## config.mk

```make
export PLATFORM = sky130hd
export DESIGN_NAME = mem_access_unit
export DESIGN_NICKNAME = d
export VERILOG_FILES = /design/src/rtl/mem_access_unit.sv
export SDC_FILE = /design/constraint.sdc
export NUM_CORES = 1
export LEC_CHECK = 0
export CAP_MARGIN = 20
export CORE_MARGIN = 2
export CORE_UTILIZATION = 52
export CTS_BUF_LIST = sky130_fd_sc_hd__clkbuf_8
export DETAILED_ROUTE_END_ITERATION = 16
export PLACE_DENSITY = 0.9
export SETUP_SLACK_MARGIN = 0.15
export SYNTH_ARGS = -nofsm -noshare
export SYNTH_HDL_FRONTEND = slang
export SYNTH_SLANG_ARGS = --single-unit
```

## constraint.sdc

```tcl
create_clock -name i_clk -period 4.7 [get_ports i_clk]
set_input_delay 0.705 -clock i_clk [delete_from_list [all_inputs] [get_ports i_clk]]
set_output_delay 0.705 -clock i_clk [all_outputs]
set_load 0.05 [all_outputs]
```

## src/rtl/mem_access_unit.sv

```systemverilog
// mem_access_unit: MEM-stage initiator for a byte-cell data memory.
// Accepts one load/store (byte, half word or word) and serialises it into one-byte accesses,
// one per cycle. Loads are reassembled little-endian and sign- or zero-extended.
//
// Ports:
//   i_clk, i_rst                clock, asynchronous active-high reset
//   i_req_valid, i_req_write    request present (sampled in IDLE only); 1 = store
//   i_size, i_unsigned          00 byte / 01 half / 10 word / 11 invalid; zero-extend loads
//   i_addr, i_wdata             byte address; store data (low bytes used per size)
//   o_busy, o_done, o_error     stall; one-cycle completion pulse; error qualifier for o_done
//   o_rdata                     extended load result, held until the next successful load
//   o_mem_addr, o_mem_we        byte address and write enable toward memory
//   o_mem_wdata, i_mem_rdata    byte to write; byte read back combinationally
module mem_access_unit #(
  parameter int unsigned WORD_LEN      = 32,
  parameter int unsigned MEM_CELL_SIZE = 8,
  parameter bit          ALIGN_CHECK   = 1'b1
) (
  input  logic                     i_clk,
  input  logic                     i_rst,
  input  logic                     i_req_valid,
  input  logic                     i_req_write,
  input  logic [1:0]               i_size,
  input  logic                     i_unsigned,
  input  logic [WORD_LEN-1:0]      i_addr,
  input  logic [WORD_LEN-1:0]      i_wdata,
  output logic                     o_busy,
  output logic                     o_done,
  output logic                     o_error,
  output logic [WORD_LEN-1:0]      o_rdata,
  output logic [WORD_LEN-1:0]      o_mem_addr,
  output logic                     o_mem_we,
  output logic [MEM_CELL_SIZE-1:0] o_mem_wdata,
  input  logic [MEM_CELL_SIZE-1:0] i_mem_rdata
);

  typedef enum logic [1:0] {StIdle, StAccess, StDone} state_e;

  state_e                state_q, state_d;
  logic                  write_q;
  logic [1:0]            size_q;
  logic                  unsigned_q;
  logic [WORD_LEN-1:0]   wdata_q;    // shifted right one byte per access cycle
  logic [WORD_LEN-1:0]   mem_addr_q; // addr + k during ACCESS, holds otherwise
  logic [1:0]            k_q;
  logic                  err_q;
  logic [WORD_LEN-1:0]   asm_q;
  logic [WORD_LEN-1:0]   rdata_q;

  logic                  req_err;
  logic [1:0]            last_k;
  logic                  last_byte;
  logic [WORD_LEN-1:0]   asm_full;
  logic                  sign_bit;
  logic [WORD_LEN-1:0]   rdata_ext;

  // Request check on the incoming (not yet registered) request.
  always_comb begin
    req_err = 1'b0;
    case (i_size)
      2'b00:   req_err = 1'b0;
      2'b01:   req_err = ALIGN_CHECK && i_addr[0];
      2'b10:   req_err = ALIGN_CHECK && (i_addr[1:0] != 2'b00);
      default: req_err = 1'b1;
    endcase
  end

  always_comb begin
    last_k = 2'd0;
    case (size_q)
      2'b00:   last_k = 2'd0;
      2'b01:   last_k = 2'd1;
      default: last_k = 2'd3;
    endcase
  end

  assign last_byte = (k_q == last_k);

  // Assembly register with this cycle's byte merged in, so the final byte can feed o_rdata
  // on the same edge that leaves ACCESS.
  always_comb begin
    asm_full = asm_q;
    case (k_q)
      2'd0:    asm_full[7:0]   = i_mem_rdata;
      2'd1:    asm_full[15:8]  = i_mem_rdata;
      2'd2:    asm_full[23:16] = i_mem_rdata;
      default: asm_full[31:24] = i_mem_rdata;
    endcase
  end

  always_comb begin
    sign_bit  = 1'b0;
    rdata_ext = asm_full;
    case (size_q)
      2'b00: begin
        sign_bit  = asm_full[7] & ~unsigned_q;
        rdata_ext = {{(WORD_LEN-8){sign_bit}}, asm_full[7:0]};
      end
      2'b01: begin
        sign_bit  = asm_full[15] & ~unsigned_q;
        rdata_ext = {{(WORD_LEN-16){sign_bit}}, asm_full[15:0]};
      end
      default: begin
        sign_bit  = 1'b0;
        rdata_ext = asm_full;
      end
    endcase
  end

  always_comb begin
    state_d = state_q;
    case (state_q)
      StIdle: begin
        if (i_req_valid) begin
          state_d = req_err ? StDone : StAccess;
        end
      end
      StAccess: begin
        if (last_byte) begin
          state_d = StDone;
        end
      end
      StDone:  state_d = StIdle;
      default: state_d = StIdle;
    endcase
  end

  always_ff @(posedge i_clk or posedge i_rst) begin
    if (i_rst) begin
      state_q    <= StIdle;
      write_q    <= 1'b0;
      size_q     <= 2'b00;
      unsigned_q <= 1'b0;
      wdata_q    <= '0;
      mem_addr_q <= '0;
      k_q        <= 2'd0;
      err_q      <= 1'b0;
      asm_q      <= '0;
      rdata_q    <= '0;
    end else begin
      state_q <= state_d;
      case (state_q)
        StIdle: begin
          if (i_req_valid) begin
            write_q    <= i_req_write;
            size_q     <= i_size;
            unsigned_q <= i_unsigned;
            wdata_q    <= i_wdata;
            k_q        <= 2'd0;
            err_q      <= req_err;
            // A rejected request never reaches memory, so the address bus keeps its last value.
            if (!req_err) begin
              mem_addr_q <= i_addr;
            end
          end
        end
        StAccess: begin
          asm_q <= asm_full;
          if (!last_byte) begin
            k_q        <= k_q + 2'd1;
            mem_addr_q <= mem_addr_q + WORD_LEN'(1);
            wdata_q    <= wdata_q >> MEM_CELL_SIZE;
          end else if (!write_q) begin
            rdata_q <= rdata_ext;
          end
        end
        default: ;
      endcase
    end
  end

  assign o_busy      = (state_q != StIdle);
  assign o_done      = (state_q == StDone);
  assign o_error     = (state_q == StDone) && err_q;
  assign o_rdata     = rdata_q;
  assign o_mem_addr  = mem_addr_q;
  assign o_mem_we    = (state_q == StAccess) && write_q;
  assign o_mem_wdata = (state_q == StAccess) ? wdata_q[MEM_CELL_SIZE-1:0] : '0;

endmodule

```

* Yosys cells after proc, flatten, opt, wreduce, memory -nomap -nowiden
Cells that the tools add are included.
** Word-level totals
- Input port bits :: 79
- Output and inout port bits :: 76
- Logic and storage cells :: 65
- Register bits :: 137
** Cells by class
- Bitwise logic cells :: 4
- Equality and inequality tests :: 12
- Add/sub/neg operators :: 2
- Reductions and logical operators :: 15
- Mux-type cells :: 22
** Operator list (count)
- 32-bit case mux with 2 select lines :: 3
- 32-bit two-way mux :: 5
- 8-bit two-way mux :: 5
- 32-bit by 1-bit adder with 32-bit output (second input constant) :: 1
- 2-bit case mux with 2 select lines :: 3
- 2-bit two-way mux :: 5
- 2-bit by 1-bit equality test with 1-bit output (second input constant) :: 4
- 2-bit logical NOT :: 4
- 2-bit inequality test (second input constant) :: 4
- 2-bit equality test (second input constant) :: 3
- 3-bit AND reduction :: 2
- 2-bit nonzero test :: 3
- 2-bit AND reduction :: 2
- 4-bit AND reduction :: 1
- 1-bit case mux with 3 select lines :: 1
- 3-bit OR reduction :: 1
- 2-bit by 1-bit adder with 2-bit output (second input constant) :: 1
- 1-bit bitwise AND :: 2
- 2-bit equality test :: 1
- 1-bit logical AND :: 2
- 1-bit NOT :: 2

* Logic depth before layout (Yosys ltp)
Gate-level depths: netlist (run 1).
- Word-level depth :: 5
- Gate-level depth with buffers :: 9

* Worst setup path before layout (run 1)
No wires, ideal clock.
- Kind :: register to output
- Start point :: reg state_q[0]
- End point :: out o_mem_wdata[0]
- Data arrival time :: 1686 ps
- Stages on the path, launching flop included :: 6
- Buffers on the path :: 3
- Path slack :: 2309 ps
- Cell sequence :: dfrtp_1 -> nor2b_1 -> clkbuf_1 -> clkbuf_1 -> clkbuf_1 -> and2_1
** Between the ends
- Longest elaborated chain between the ends :: 2
** RTL lines
- start, declared :: line 39 : state_e state_q, state_d;
- start signal, assigned :: line 130 : state_q <= StIdle;
- start signal, assigned :: line 141 : state_q <= state_d;
- 2-bit by 1-bit equality test with 1-bit output :: line 178 : assign o_mem_wdata = (state_q == StAccess) ? wdata_q[MEM_CELL_SIZE-1:0] : '0;
- 8-bit two-way mux :: line 178
- end, declared :: line 33 : output logic [MEM_CELL_SIZE-1:0] o_mem_wdata,
No other way between the ends.

* Final worst setup path (run 1)
- Start point :: reg state_q[0]
- End point :: out o_mem_wdata[4]
Same word-level chain as after synthesis.

==> run summary, run 1 <==
outcome - finished, final reports clean
I/O pin total - 155
TritonCTS clock tree - yes
die area - 14000 sq um
final instance area - 8770 sq um
Synth async-reset ratio - 1.00
Yosys top cell area share - 0.505
post-synth net total - 803
Pre-antenna DRT Iters - 5
detailed placement HPWL - 11600 um
Core Area - 12700 sq um
final std cells w/o fill - 1037
layout cell share with drive strength beyond 1 - 0.119
final hold slack - 0.507 ns
overall routing resource usage - 0.257
via/cell ratio - 5.76
Period Utilization, post-route - 0.719
Post-Syn Area - 6790 sq um
hold_buf cts - 0
yosys warns - 0
Die Height - 118 um
fillers - 981
Clock Latency Late Sink - 0.46 ns
top cells by area, synth - dfrtp_1, mux2_2, a21oi_1
RePlAce Congestion - 0.876
DRT iter0 DRCs - 557
most common cell after layout, fill and taps aside - clkdlybuf4s50_1
Main synth FF type - dfrtp_1
Yosys cell types - 46
sequential cell area fraction in the yosys report - 0.505
Post-synth EDFFs - 0
# diodes - 0
pwr dens - 780 nW/um^2
Final Hold Viols - 0
GRT busiest layer - met2
Die W - 118 um
Yosys top cell by area - dfrtp_1
Setup crit start kind - flop
WP data arrival - 2.68 ns
Max Fclk - 0.296 GHz
Setup Buffers After CTS - 0
initial antenna violation count - 0
H-tree depth - 4
RSZ-0062 raised after global routing - no
root buffer cell - clkbuf_8
Synth Register Bits - 137
pre-CTS setup slack - 1.66 ns
first-pass GRT wire length - 29100 um
Worst Tran Pin Value - 1.10 ns
GRT overflow - 0
Syn Inst Count - 719
Final nets - 937
DP Cell Count - 1006
Port Buffer Count - 154
Setup crit end kind - primary output
WS Path Type - flop to primary output
CTS Buf Count - 17
Clock Pin Slew Worst Setup and Hold Paths - 0.08 ns
Post-Route Setup TNS - 0 ns
met1 usage - 0.327
number of global-route vias before repair - 6019
grt met2 use - 0.418
leakage - 3.55 nW
placed instance area - 8410 sq um
Clock Sinks - 137
final wirelength - 17300 um
setup ws final - 1.32 ns
Period minus WS final - 3.38 ns
max-slew violation count - 0
pin count of the biggest net entering global routing - 110
crit-path max FO - 40
grt met3 use - 0.0623
Hold WC Path Type - flop to flop
DR WL/cell - 16.7 um
Max IR drop VDD - 0.000471 V
commonest cells after routing, fill and taps aside - clkdlybuf4s50_1, dfrtp_1, nand2_1
maximum buffer depth of the clock tree - 2
Final Skew - 0.0128 ns
max_cap viols - 0
Residual DRC - 0
fin util - 0.692
vias post-DR - 5974
Max-slew headroom - 0.263
Synth Area per Inst - 9.44 sq um
Design Power - 6.83 mW
area grow syn2layout - 29.1%
CP required - 3.99 ns
standard-cell rows - 41
Detail Route Antenna Nets - 0
final setup vio count - 0
Initial Utilization - 0.536
CTS resizes - 0
-- cell usage after synthesis (all sizes together) (2+ instances only) --
cell,number
nor3,8
nor4,3
o22ai,12
a21oi,101
nand3,17
nor2b,3
nor2,77
a31oi,30
nand4,12
o21ai,26
or4,2
mux2i,11
a2bb2oi,7
o22a,9
or2,2
dfrtp,137
and3,9
and2,12
a41o,2
mux2,54
nand2,107
inv,8
a311oi,2
buf,17
clkbuf,30
or3,2
ha,5
-- power by group --
part	leakage (nW)	internal (mW)	total [mW]	switching (mW)
combinational	1.83	1.38	3.71	2.33
clock	0.172	0.422	0.886	0.465
sequential	1.55	1.75	2.24	0.488
-- critical path, cell delays in order (launching register included) --
cell	delay, ns
dfrtp_1	0.44
nor2b_4	0.74
and2_1	0.23
clkdlybuf4s50_1	0.80
-- cell type report --
class	instances	area [sq um]	area share
Timing Repair Buffer	162	1600	0.183
Multi-Input combinational cell	527	3130	0.357
Clock buffer	18	248	0.0283
Clock inverter	13	106	0.0121
Inverter	8	35.0	0.00400
Sequential cell	137	3430	0.391
Tap cell	172	215	0.0246
-- cell families after synthesis --
group | after synthesis | synth area share
AND/OR/NAND/NOR | 258 | 0.169
AO/OA/AOI/OAI | 199 | 0.176
flip-flops | 137 | 0.505
multiplexers | 65 | 0.106
buffers and inverters | 55 | 0.0354
adder cells (fa/ha/maj) | 5 | 0.00921
-- registers in the layout (all words and copies together) (netlist names) --
| name | flops |
|---|---|
| k_q | 2 |
| err_q | 1 |
| wdata_q | 32 |
| o_mem_addr | 32 |
| size_q | 2 |
| state_q | 2 |
| unsigned_q | 1 |
| write_q | 1 |
| asm_q | 32 |
| o_rdata | 32 |
-- path summary, 6_finish.rpt --
kind | from | endpoint | slack (ns) | depth (start not counted)
min in group asynchronous | i_rst | o_rdata[2] | 0.87 | 2
worst max-delay path | state_q[0] | o_mem_wdata[4] | 1.32 | 3
worst min-delay path | asm_q[9] | asm_q[9] | 0.51 | 1
worst min register to register | asm_q[9] | asm_q[9] | 0.51 | 1
max in group asynchronous | i_rst | o_mem_addr[20] | 3.02 | 3
worst max register to register | state_q[0] | o_mem_addr[18] | 1.75 | 7
-- metal layers --
| layer | routed length (um) | up-vias | share of wire |
|---|---|---|---|
| met5 | 0 | - | 0 |
| met4 | 488 | 0 | 0.028 |
| met3 | 1180 | 45 | 0.068 |
| met2 | 8430 | 230 | 0.49 |
| met1 | 7200 | 2876 | 0.42 |
| li1 | - | 2823 | - |
Power figures use the tool's default switching activity.
==> inputs of run 2 (changes only) <==
==> constraint.sdc (replaced) <==
create_clock -name i_clk -period 3.14 [get_ports i_clk]
set_input_delay 0.471 -clock i_clk [delete_from_list [all_inputs] [get_ports i_clk]]
set_output_delay 0.471 -clock i_clk [all_outputs]
set_load 0.05 [all_outputs]
==> run summary, run 2 (same netlist as run 1, synthesis figures left out) <==
Clock Pin Slew Worst Setup and Hold Paths - 0.07 ns (was 0.08 ns)
WS Path Type - flop to primary output (unchanged)
layout cell share with drive strength beyond 1 - 0.124 (was 0.119)
Seq pwr share - 0.313 (was 0.328)
Core Area - 12700 sq um (unchanged)
vias post-DR - 6044 (was 5974)
final wirelength - 17600 um (was 17300 um)
Net Switching - 4.93 mW (was 3.28 mW)
Hold WC Path Type - flop to flop (unchanged)
WP data arrival - 2.31 ns (was 2.68 ns)
Die W - 118 um (unchanged)
Period minus WS final - 2.78 ns
area grow syn2layout - 30.8% (was 29.1%)
DR WL/cell - 16.9 um (was 16.7 um)
crit-path max FO - 18 (was 40)
outcome - finished, final reports clean (unchanged)
RSZ-0062 raised after global routing - no (unchanged)
Worst Hold Endpoint - asm_q[15] (was asm_q[9])
number of global-route vias before repair - 5909 (was 6019)
Final nets - 941 (was 937)
Initial Utilization - 0.536 (unchanged)
Detail Route Antenna Nets - 0 (unchanged)
Pre-antenna DRT Iters - 6 (was 5)
first-pass GRT wire length - 29000 um (was 29100 um)
H-tree depth - 4 (unchanged)
Final Skew - 0.00902 ns (was 0.0128 ns)
pin count of the biggest net entering global routing - 138 (was 110)
final hold slack - 0.500 ns (was 0.507 ns)
Final Hold Viols - 0 (unchanged)
RePlAce Congestion - 0.853 (was 0.876)
internal power - 5.60 mW (was 3.56 mW)
CP required - 2.67 ns (was 3.99 ns)
Max-slew headroom - 0.300 (was 0.263)
standard-cell rows - 41 (unchanged)
fillers - 940 (was 981)
hold path cells - 2 (was 1)
Setup crit end kind - primary output (unchanged)
die area - 14000 sq um (unchanged)
most common cell after layout, fill and taps aside - clkdlybuf4s50_1 (unchanged)
TritonCTS clock tree - yes (unchanged)
Setup Buffers After CTS - 0 (unchanged)
worst hold start - asm_q[15] (was asm_q[9])
commonest cells after routing, fill and taps aside - clkdlybuf4s50_1, dfrtp_1, nand2_1 (unchanged)
Die Height - 118 um (unchanged)
Worst Tran Pin Value - 1.04 ns (was 1.10 ns)
Port Buffer Count - 154 (unchanged)
GRT overflow - 0 (unchanged)
max-slew violation count - 0 (unchanged)
I/O pin total - 155 (unchanged)
# diodes - 0 (unchanged)
max_cap viols - 0 (unchanged)
Max Fclk - 0.359 GHz
Post-Route Setup TNS - 0 ns (unchanged)
R2R Setup Slk - 0.59 ns (was 1.75 ns)
CTS Buf Count - 17 (unchanged)
Max IR drop VDD - 0.000887 V (was 0.000471 V)
DRT iter0 DRCs - 542 (was 557)
leakage - 3.61 nW (was 3.55 nW)
sw frac - 0.468 (was 0.480)
final setup vio count - 0 (unchanged)
DP Cell Count - 1010 (was 1006)
Residual DRC - 0 (unchanged)
root buffer cell - clkbuf_8 (unchanged)
maximum buffer depth of the clock tree - 2 (unchanged)
Period Utilization, post-route - 0.886
Clk network pwr share - 0.148 (was 0.130)
Setup crit start kind - flop (unchanged)
Clock Sinks - 137 (unchanged)
CTS resizes - 0 (unchanged)
Clock Latency Late Sink - 0.45 ns (was 0.46 ns)
R2R cell count - 8 (was 7)
RR Endpoint - o_rdata[30] (was o_mem_addr[18])
overall routing resource usage - 0.257 (about the same)
detailed placement HPWL - 11600 um (about the same)
hold_buf cts - 0 (unchanged)
via/cell ratio - 5.80 (was 5.76)
initial antenna violation count - 0 (unchanged)
Gate power share - 0.539 (was 0.542)
pwr dens - 1190 nW/um^2 (was 780 nW/um^2)
final std cells w/o fill - 1042 (was 1037)
Critical R2R Launch - k_q[0] (was state_q[0])
run 2: critical path, cell delays in order, from the launching register on:
cell             delay (ns)
dfrtp_1                0.44
nor2b_4                0.42
and2_1                 0.19
clkdlybuf4s50_1        0.81
run 2: layout make-up:
class | count | area [sq um] | share of cell area
Sequential cell | 137 | 3430 | 0.386
Tap cell | 172 | 215 | 0.0242
Clock buffer | 18 | 248 | 0.0279
Multi-Input combinational cell | 527 | 3130 | 0.353
Timing Repair Buffer | 166 | 1640 | 0.185
Clock inverter | 14 | 180 | 0.0203
Inverter | 8 | 33.8 | 0.00380
run 2: stage by stage:
| step | worst slack (ns) | utilization | instance area, sq um | power, mW |
|---|---|---|---|---|
| 3_3_place_gp | 0.680 | 0.667 | 8450 | 8.74 |
| 6_report | 0.357 | 0.701 | 8880 | 10.5 |
| 3_5_place_dp | 0.643 | 0.667 | 8450 | 8.92 |
| 5_1_grt | 0.227 | 0.701 | 8880 | 11.2 |
| 4_1_cts | 0.303 | 0.701 | 8880 | 10.5 |
| 2_1_floorplan | 0.816 | - | 6790 | 7.24 |
run 2: layer usage:
layer	vias up	GRT usage	wire length, um
li1	2842	-	-
met1	2874	0.330	7190
met3	54	0.0608	1280
met5	-	0	0
met2	274	0.415	8550
met4	0	0.115	586
run 2: worst max-delay path by stage:
stage	to	cells past startpoint	from	slack (ns)
floorplan	o_mem_addr[18]	6	o_mem_addr[0]	0.82
global placement	o_rdata[23]	8	k_q[0]	0.68
detailed placement	o_rdata[30]	8	k_q[0]	0.64
CTS	o_mem_wdata[6]	3	state_q[0]	0.30
global route	o_mem_wdata[7]	3	state_q[0]	0.23
finish	o_mem_wdata[6]	3	state_q[0]	0.36
run 2: power groups by stage:
stage	clock network [mW]	logic, mW	registers (mW)
after global placement	0	5.49	3.25
final	1.56	5.67	3.30
after detailed placement	0	5.62	3.30
after floorplan	0	2.79	4.46
after CTS	1.57	5.67	3.28
after global routing	1.65	6.10	3.41
==> inputs of run 3 (changes only) <==
--- a/config.mk
+++ b/config.mk
@@ -8,8 +8,9 @@
 export CAP_MARGIN = 20
 export CORE_MARGIN = 2
 export CORE_UTILIZATION = 52
-export CTS_BUF_LIST = sky130_fd_sc_hd__clkbuf_8
+export CTS_BUF_LIST = sky130_fd_sc_hd__clkbuf_4
 export DETAILED_ROUTE_END_ITERATION = 16
+export GPL_TIMING_DRIVEN = 0
 export PLACE_DENSITY = 0.9
 export SETUP_SLACK_MARGIN = 0.15
 export SYNTH_ARGS = -nofsm -noshare
==> run summary, run 3 (same netlist as run 1, synthesis figures left out) <==
max incr delay on CP - 0.42 ns (was 0.81 ns)
Max IR drop VDD - 0.000720 V (was 0.000887 V)
leakage - 3.62 nW (was 3.61 nW)
die area - 14000 sq um (unchanged)
Period minus WS final - 2.82 ns (was 2.78 ns)
outcome - finished, final reports clean (unchanged)
Pre-antenna DRT Iters - 6 (unchanged)
overall routing resource usage - 0.278 (was 0.257)
Core Area - 12700 sq um (unchanged)
detailed placement HPWL - 13700 um (was 11600 um)
Max Fclk - 0.355 GHz (was 0.359 GHz)
worst-path cell chain - nor2b_1 > clkbuf_2 > clkbuf_4 > clkbuf_2 > and2_1 > clkdlybuf4s15_2 (was nor2b_4 > and2_1 > clkdlybuf4s50_1)
via/cell ratio - 5.89 (was 5.80)
initial antenna violation count - 0 (unchanged)
final setup vio count - 0 (unchanged)
RSZ-0062 raised after global routing - no (unchanged)
crit-path max FO - 10 (was 18)
Final nets - 980 (was 941)
Port Buffer Count - 154 (unchanged)
DRT iter0 DRCs - 586 (was 542)
root buffer cell - clkbuf_4 (was clkbuf_8)
pwr dens - 1150 nW/um^2 (was 1190 nW/um^2)
hold_buf cts - 0 (unchanged)
Max-slew headroom - 0.374 (was 0.300)
Worst Tran Pin Value - 0.932 ns (was 1.04 ns)
Hold WC Path Type - primary input to asynchronous set/reset pin (was flop to flop)
WP data arrival - 2.35 ns (was 2.31 ns)
standard-cell rows - 41 (unchanged)
Period Utilization, post-route - 0.897 (was 0.886)
GRT overflow - 0 (unchanged)
area grow syn2layout - 30.5% (was 30.8%)
Largest delay share family, worst path - buffers and inverters (unchanged)
maximum buffer depth of the clock tree - 2 (unchanged)
Setup crit start kind - flop (unchanged)
Slowest-stage cell, CP - dfrtp_2 (was clkdlybuf4s50_1)
most frequent CP cell - clkbuf_2
setup ws final - 0.324 ns (was 0.357 ns)
Clock Pin Slew Worst Setup and Hold Paths - 0.12 ns (was 0.07 ns)
Residual DRC - 0 (unchanged)
DR WL/cell - 17.8 um (was 16.9 um)
most common cell after layout, fill and taps aside - clkdlybuf4s50_1 (unchanged)
final wirelength - 19200 um (was 17600 um)
Setup crit end kind - primary output (unchanged)
Initial Utilization - 0.536 (unchanged)
Detail Route Antenna Nets - 0 (unchanged)
RePlAce Congestion - 0.919 (was 0.853)
pre-CTS setup slack - -0.0827 ns (was 0.643 ns)
first-pass GRT wire length - 31000 um (was 29000 um)
max_cap viols - 0 (unchanged)
R2R Setup Slk - 0.49 ns (was 0.59 ns)
number of global-route vias before repair - 6276 (was 5909)
H-tree depth - 4 (unchanged)
Die Height - 118 um (unchanged)
WS Path Type - flop to primary output (unchanged)
Die W - 118 um (unchanged)
Clock Latency Late Sink - 0.57 ns (was 0.45 ns)
vias post-DR - 6371 (was 6044)
pin count of the biggest net entering global routing - 43 (was 138)
Clock Sinks - 137 (unchanged)
DP Cell Count - 1048 (was 1010)
Buf+Inv Stages, Crit Path - 4 (was 1)
commonest cells after routing, fill and taps aside - clkdlybuf4s50_1, dfrtp_1, nand2_1 (unchanged)
TritonCTS clock tree - yes (unchanged)
I/O pin total - 155 (unchanged)
max-slew violation count - 0 (unchanged)
final std cells w/o fill - 1081 (was 1042)
Final Hold Viols - 0 (unchanged)
CTS Buf Count - 17 (unchanged)
Final Skew - 0.0208 ns (was 0.00902 ns)
layout cell share with drive strength beyond 1 - 0.135 (was 0.124)
# diodes - 0 (unchanged)
CP required - 2.67 ns (about the same)
-- run 3: through the flow --
stage	cell area, sq um	hold WS, ns	power, mW	TNS [ns]	util
after CTS	8870	0.357	10.2	0	0.700
after global routing	8860	0.366	10.8	0	0.699
after floorplan	6790	0.447	7.24	0	-
after global placement	8550	0.462	8.93	-29.56	0.675
after detailed placement	8610	0.478	9.12	-0.491	0.680
final	8860	0.353	10.2	0	0.699
-- run 3: area by class of cell --
class / count / area [sq um]
fillers: 975 / 3810
flip-flops and latches: 137 / 3430
multi-input cells: 527 / 3120
repair buffers: 158 / 1600
plain buffers: 47 / 216
well taps: 172 / 215
clock buffers: 22 / 165
clock inverters: 10 / 78.8
inverters: 8 / 33.8
-- run 3: final timing paths --
kind	startpoint	endpoint	depth (start not counted)
setup / recovery	state_q[0]	o_mem_wdata[6]	6
hold / removal	i_rst	write_q	2
setup reg to reg	k_q[0]	o_rdata[23]	9
hold reg to reg	state_q[1]	state_q[1]	1
max in group asynchronous	i_rst	state_q[0]	3
min in group i_clk	i_unsigned	unsigned_q	3
-- run 3: layer usage --
| layer | vias up | track usage | share of wire |
|---|---|---|---|
| met4 | 0 | 0.114 | 0.030 |
| met5 | - | 0 | 0 |
| met1 | 3038 | 0.352 | 0.40 |
| li1 | 2930 | - | - |
| met3 | 60 | 0.0652 | 0.085 |
| met2 | 343 | 0.460 | 0.49 |
-- run 3: worst register-to-register path, stage by stage (launching register included) --
cell       delay, ns
dfrtp_1         0.51
inv_1           0.14
ha_1            0.21
buf_4           0.18
mux2i_1         0.19
nor2b_1         0.20
a2111oi_4       0.54
buf_2           0.30
a21oi_1         0.07
a21oi_1         0.20
-- run 3: what timing repair did --
item | in CTS | in global routing
endpoints found under the setup margin | 9 | 9
cloned | 0 | 0
hold endpoints to repair | 0 | 0
resized for setup | 31 | 8
setup buffers | 0 | 0
-- run 3: power breakdown --
group / internal (mW) / switching, mW / total (mW)
registers: 2.62 / 0.691 / 3.31
clock network: 0.423 / 0.644 / 1.07
logic: 2.14 / 3.71 / 5.85
total: 5.18 / 5.04 / 10.2
